==> config.mk <==
export PLATFORM = sky130hd
export DESIGN_NAME = grid_wb_sequencer
export DESIGN_NICKNAME = d
export VERILOG_FILES = /design/src/rtl/grid_wb_sequencer_pkg.sv /design/src/rtl/rca_wb_port_picker.sv /design/src/rtl/grid_wb_sequencer.sv
export SDC_FILE = /design/constraint.sdc
export NUM_CORES = 1
export LEC_CHECK = 0
export BUFFER_PORTS_ARGS = -buffer_cell sky130_fd_sc_hd__buf_2
export CORE_ASPECT_RATIO = 1.75
export CORE_UTILIZATION = 51
export DETAILED_ROUTE_END_ITERATION = 10
export GPL_ROUTABILITY_DRIVEN = 0
export PLACE_DENSITY = 0.8
export REMOVE_ABC_BUFFERS = 1
export SLEW_MARGIN = 20
export SYNTH_ARGS = -nofsm -noshare
export SYNTH_HDL_FRONTEND = slang
export SYNTH_SLANG_ARGS = --single-unit
==> constraint.sdc <==
create_clock -name clk -period 1.6 [get_ports clk]
set_input_delay 0.24 -clock clk [delete_from_list [all_inputs] [get_ports clk]]
set_output_delay 0.24 -clock clk [all_outputs]
set_load 0.03 [all_outputs]
==> src/rtl/grid_wb_sequencer_pkg.sv <==
// rtl/grid_wb_sequencer_pkg.sv - shared types and constants for the grid writeback sequencer
package rca_config;

    localparam int NUM_WRITE_PORTS = 2;
    localparam int WB_SEQ_ID_W     = 3;

    typedef enum logic [1:0] {
        IDLE,
        WAIT_GRID,
        DRAIN
    } wb_seq_state_t;

    typedef struct packed {
        logic [4:0] rd;
        logic       used;
    } wb_port_cmd_t;

endpackage

==> src/rtl/rca_wb_port_picker.sv <==
// rtl/rca_wb_port_picker.sv - finds the lowest used port at (INCLUSIVE) or above idx
// last is set when no such port exists, i.e. the search ran off the end of the mask.
module rca_wb_port_picker #(
    parameter int N         = 2,
    parameter int IW        = 1,
    parameter bit INCLUSIVE = 1'b0
) (
    input  logic [N-1:0]  used,
    input  logic [IW-1:0] idx,
    output logic [IW-1:0] next_idx,
    output logic          last
);

    always_comb begin
        next_idx = '0;
        last     = 1'b1;
        // Scan downwards so the lowest qualifying port is the one left standing.
        for (int i = N - 1; i >= 0; i--) begin
            if (used[i] && (INCLUSIVE ? (i >= int'(idx)) : (i > int'(idx)))) begin
                next_idx = IW'(i);
                last     = 1'b0;
            end
        end
    end

endmodule

==> src/rtl/grid_wb_sequencer.sv <==
// rtl/grid_wb_sequencer.sv - arms grid writeback, captures results, drains them one per ack
// Optional: RCA_WB_SKIP_X0_EN drops ports whose destination is x0 at start.
module grid_wb_sequencer #(
    parameter int NUM_WRITE_PORTS = rca_config::NUM_WRITE_PORTS,
    parameter int XLEN            = 32,
    parameter int ID_W            = rca_config::WB_SEQ_ID_W
) (
    input  logic                                  clk,
    input  logic                                  rst_n,
    input  logic                                  start,
    input  logic [ID_W-1:0]                       start_id,
    input  logic [NUM_WRITE_PORTS-1:0][4:0]       start_rd,
    input  logic [NUM_WRITE_PORTS-1:0]            start_rd_used,
    output logic                                  io_unit_sels_valid,
    input  logic                                  wb_committing,
    input  logic [NUM_WRITE_PORTS-1:0][XLEN-1:0]  grid_data,
    output logic                                  wb_valid,
    output logic [4:0]                            wb_rd,
    output logic [XLEN-1:0]                       wb_data,
    output logic [ID_W-1:0]                       wb_id,
    input  logic                                  wb_ack,
    output logic                                  busy,
    output logic                                  done
);

    import rca_config::*;

    localparam int IW = (NUM_WRITE_PORTS > 1) ? $clog2(NUM_WRITE_PORTS) : 1;

    wb_seq_state_t                        state, state_next;
    wb_port_cmd_t                         cmd_q     [NUM_WRITE_PORTS];
    wb_port_cmd_t                         start_cmd [NUM_WRITE_PORTS];
    logic [NUM_WRITE_PORTS-1:0][XLEN-1:0] buf_q;
    logic [ID_W-1:0]                      id_q;
    logic [IW-1:0]                        idx_q, idx_next;
    logic                                 done_q, done_next;
    logic                                 latch_start, capture;
    logic [NUM_WRITE_PORTS-1:0]           used_mask;
    logic [IW-1:0]                        first_idx, adv_idx;
    logic                                 first_none, adv_last;

    always_comb begin
        for (int i = 0; i < NUM_WRITE_PORTS; i++) begin
            start_cmd[i].rd = start_rd[i];
`ifdef RCA_WB_SKIP_X0_EN
            start_cmd[i].used = start_rd_used[i] && (start_rd[i] != 5'd0);
`else
            start_cmd[i].used = start_rd_used[i];
`endif
            used_mask[i] = cmd_q[i].used;
        end
    end

    rca_wb_port_picker #(
        .N         (NUM_WRITE_PORTS),
        .IW        (IW),
        .INCLUSIVE (1'b1)
    ) u_first_pick (
        .used     (used_mask),
        .idx      ('0),
        .next_idx (first_idx),
        .last     (first_none)
    );

    rca_wb_port_picker #(
        .N         (NUM_WRITE_PORTS),
        .IW        (IW),
        .INCLUSIVE (1'b0)
    ) u_adv_pick (
        .used     (used_mask),
        .idx      (idx_q),
        .next_idx (adv_idx),
        .last     (adv_last)
    );

    always_ff @(posedge clk) begin
        if (!rst_n) begin
            state  <= IDLE;
            id_q   <= '0;
            idx_q  <= '0;
            done_q <= 1'b0;
            buf_q  <= '0;
            for (int i = 0; i < NUM_WRITE_PORTS; i++) begin
                cmd_q[i] <= '0;
            end
        end else begin
            state  <= state_next;
            idx_q  <= idx_next;
            done_q <= done_next;
            if (latch_start) begin
                id_q  <= start_id;
                cmd_q <= start_cmd;
            end
            if (capture) begin
                buf_q <= grid_data;
            end
        end
    end

    always_comb begin
        state_next  = state;
        idx_next    = idx_q;
        done_next   = 1'b0;
        latch_start = 1'b0;
        capture     = 1'b0;
        case (state)
            IDLE: begin
                if (start) begin
                    latch_start = 1'b1;
                    state_next  = WAIT_GRID;
                end
            end
            WAIT_GRID: begin
                if (wb_committing) begin
                    capture = 1'b1;
                    if (first_none) begin
                        done_next  = 1'b1;
                        state_next = IDLE;
                    end else begin
                        idx_next   = first_idx;
                        state_next = DRAIN;
                    end
                end
            end
            DRAIN: begin
                // Advance is registered, so wb_ack never reaches wb_valid combinationally.
                if (wb_ack) begin
                    if (adv_last) begin
                        done_next  = 1'b1;
                        state_next = IDLE;
                    end else begin
                        idx_next = adv_idx;
                    end
                end
            end
            default: state_next = IDLE;
        endcase
    end

    assign io_unit_sels_valid = (state == WAIT_GRID);
    assign wb_valid           = (state == DRAIN);
    assign wb_rd              = wb_valid ? cmd_q[idx_q].rd : 5'd0;
    assign wb_data            = wb_valid ? buf_q[idx_q] : '0;
    assign wb_id              = id_q;
    assign busy               = (state != IDLE);
    assign done               = done_q;

endmodule

==> summary.txt <==
Run status
  – Status: finished with violations
  – Failing checks: negative setup slack

Worst setup path
  – CP max stage delay: 350 ps
  – Top delay family on crit path: buffers and inverters
  – Crit end category: primary output
  – Cell Chain, Critical Path: inv_4, ha_4, clkbuf_16, nor2b_2, buf_6
  – Critical Path Slowest Stage Cell: dfxtp_4
  – Crit path kind: flop to primary output
  – Worst Setup Start Kind: flop
  – Critical path depth in cells: 5
  – Reg-to-reg setup timing slack: 60 ps
  – Bufs and invs on worst path: 3
  – WP data required: 1360 ps
  – Reg2reg start: state[0]$_SDFFE_PN0P_
  – R2r endpoint: idx_q$_SDFFE_PN0P_
  – Reg2reg path depth: 6
  – CP arrival: 1480 ps
  – CP Max Fanout: 13

Synth
  – Async SR Flop Fraction: 0%
  – Post-synth top area share: 42.9%
  – Synth area leader: dfxtp_1
  – Flops & latches, synth: 83
  – Seq/Total Area, Yosys: 42.9%
  – Most instantiated library cell after synthesis: nand2_1
  – Primary FF master, synth: dfxtp_1
  – Post-synthesis cell type count: 22
  – Syn avg cell area: 8.37 sq um
  – Synth Warn #: 0
  – Post-synth EDFFs: 0
  – Commonest cells post-synth: 164 x nand2_1, 83 x dfxtp_1, 79 x a21boi_1
  – Post-Synthesis Cells: 463
  – Mapped Area: 3880 sq um
  – Synth area leaders: dfxtp_1 43%, nand2_1 16%, a21boi_1 15%

Detailed routing
  – Met1 WL: 3.75 mm
  – Top sig layer: met4
  – Routed length on met2: 5.50 mm
  – Number of DRC markers in iteration 0: 267
  – Final WL: 10.0 mm
  – Via count: 3567
  – Vias/cell: 5.25
  – Antenna-violating nets left: 0
  – WL/cell: 14.8 microns
  – Length of routed met3 wiring: 401 microns
  – Drt pass-1 iters: 4
  – DRC viols: 0

STA
  – Slew headroom: 72.4%
  – Final setup vio count: 37
  – Tmin final: 1720 ps
  – Fin. Hold Viols: 0
  – F_max: 582 MHz
  – Final worst-path setup slack: -118 ps
  – Setup TNS: -2650 ps
  – Worst Skew: 4.57 ps
  – RSZ-0062 raised after global routing: yes
  – Worst slew pin tran: 413 ps
  – Tcrit/Tclk final: 107%
  – Slew Limit Fails: 0

GRT
  – Grt total ovfl: 0
  – Antenna violations before repair: 0
  – First-pass GRT wire length: 15.1 mm
  – GRT Util Overall: 25.2%
  – Vias in the first global route: 3369
  – Largest net degree at the start of global routing: 47

Hold path
  – Hold Path Origin: grid_data[23]
  – Hold Path End: buf_q[23]$_SDFFE_PN0P_
  – WHS Path Cells: 3
  – Hold Path Class: input port to flop

Die
  – Die height: 117 microns
  – Std cell rows: 41
  – Initial Utilization: 53.2%
  – Core Footprint: 7280 sq um
  – Die Wd: 67.9 microns
  – IO Pins: 128
  – Full die area: 7970 sq um

Final layout
  – Layout area overhead: 40.7%
  – Ratio of cells with drive above 1 in the final layout: 34.7%
  – Nets@finish: 680
  – Post-layout util: 74.9%
  – Number of standard cells in the layout, taps in and fillers out: 679
  – Antenna Cells: 0

CTS
  – Total CTS buffers: 9
  – Post-cts hold buffer count: 0
  – CTS tree: built
  – Root Buffer: clkbuf_16
  – Clk Latency, worst-skew pair: 340 ps
  – TritonCTS sink count: 83
  – Htree depth: 3
  – Clk slew on worst S/H paths: 60 ps
  – Clock Path Buffers: 2

Power and ir drop
  – Max IR drop VDD: 722 uV
  – Power Dens Cells: 1090 nW/um^2
  – Final Power: 5.92 mW
  – Leak pwr: 2.11 nW

Place
  – Post-place setup slack: -54.0 ps
  – Detailed placement HPWL: 6.40 mm
  – Cells after DPL: 657
  – I/O Buffers: 127

Job
  – Max-Cap Viols: 0
-- layout make-up --
class / instances / area, sq um
Clock buffer: 12 / 267
Clock inverter: 2 / 35.0
Fill cell: 533 / 1830
Inverter: 3 / 13.8
Multi-Input combinational cell: 344 / 2260
Sequential cell: 83 / 1670
Tap cell: 86 / 108
Timing Repair Buffer: 149 / 1100
-- placed cells by master, fill, tap and decap left out, types with 2 or more instances in the layout --
master,synthesis,final
ha_1,6,2
nand2_1,164,164
dfxtp_1,83,80
mux2i_2,0,8
mux2i_1,41,31
clkbuf_8,0,3
nor2b_2,0,12
mux2i_4,0,2
ha_4,0,3
buf_2,10,89
nor2b_1,41,22
clkbuf_16,0,10
buf_4,4,32
nor2b_4,0,7
dfxtp_4,0,3
o21ai_0,2,2
buf_12,0,8
a21boi_1,79,79
buf_6,0,17
-- logic make-up (layout without fill, tap and decap cells) --
| kind of cell | Yosys count | in the layout | share of synthesized area [%] |
|---|---|---|---|
| adders and majority gates | 6 | 6 | 1.94 |
| muxes | 41 | 41 | 10.6 |
| and+or+nand+nor | 213 | 213 | 24.0 |
| AOI/OAI and AO/OA | 84 | 84 | 16.4 |
| buffers and inverters | 36 | 166 | 4.20 |
| DFF | 83 | 83 | 42.9 |
-- report_power, final --
part	internal (mW)	switching (mW)	total [mW]
sequential	2.29	0.132	2.42
combinational	0.654	0.773	1.43
clock	1.31	0.761	2.08
total	4.25	1.67	5.92
-- worst reg2reg max path, stage by stage (launching register included) --
cell	delay, ps
dfxtp_4	360
inv_4	50
buf_4	140
ha_4	180
mux2i_1	160
a2111oi_4	370
mux2i_1	200
-- per-stage QoR --
step                      area [sq um]  hold WS, ps
after global placement            4680          439
after global routing              5460          141
final                             5460          136
after CTS                         5220          132
after detailed placement          4680          444
after floorplan                   3720          366
-- flip-flops by register name (all words and copies together), names as in the netlist --
signal / count
buf_q: 64
state: 2
wb_id: 3
idx_q: 1
done: 1
cmd_q: 12
-- per-layer routing --
metal	up-vias	track usage, %
li1	1764	-
met1	1669	26.3
met2	103	43.8
met3	31	6.13
met4	0	13.4
met5	-	0
-- worst max path at each step --
| stage | start | end |
|---|---|---|
| after floorplan | idx_q$_SDFFE_PN0P_ | wb_data[0] |
| after global placement | state[0]$_SDFFE_PN0P_ | wb_rd[0] |
| after detailed placement | state[1]$_SDFFE_PN0P_ | state[0]$_SDFFE_PN0P_ |
| after CTS | idx_q$_SDFFE_PN0P_ | wb_data[21] |
| after global routing | state[0]$_SDFFE_PN0P_ | wb_data[25] |
| final | state[0]$_SDFFE_PN0P_ | wb_data[2] |
-- repair_timing --
item | 4_1_cts | 5_1_grt
cloned | 2 | 1
setup buffers | 2 | 3
setup endpoints to repair | 41 | 51
gates resized for setup | 62 | 50
pin swaps | 0 | 3
No activity file was read; power rests on OpenSTA's default activity.
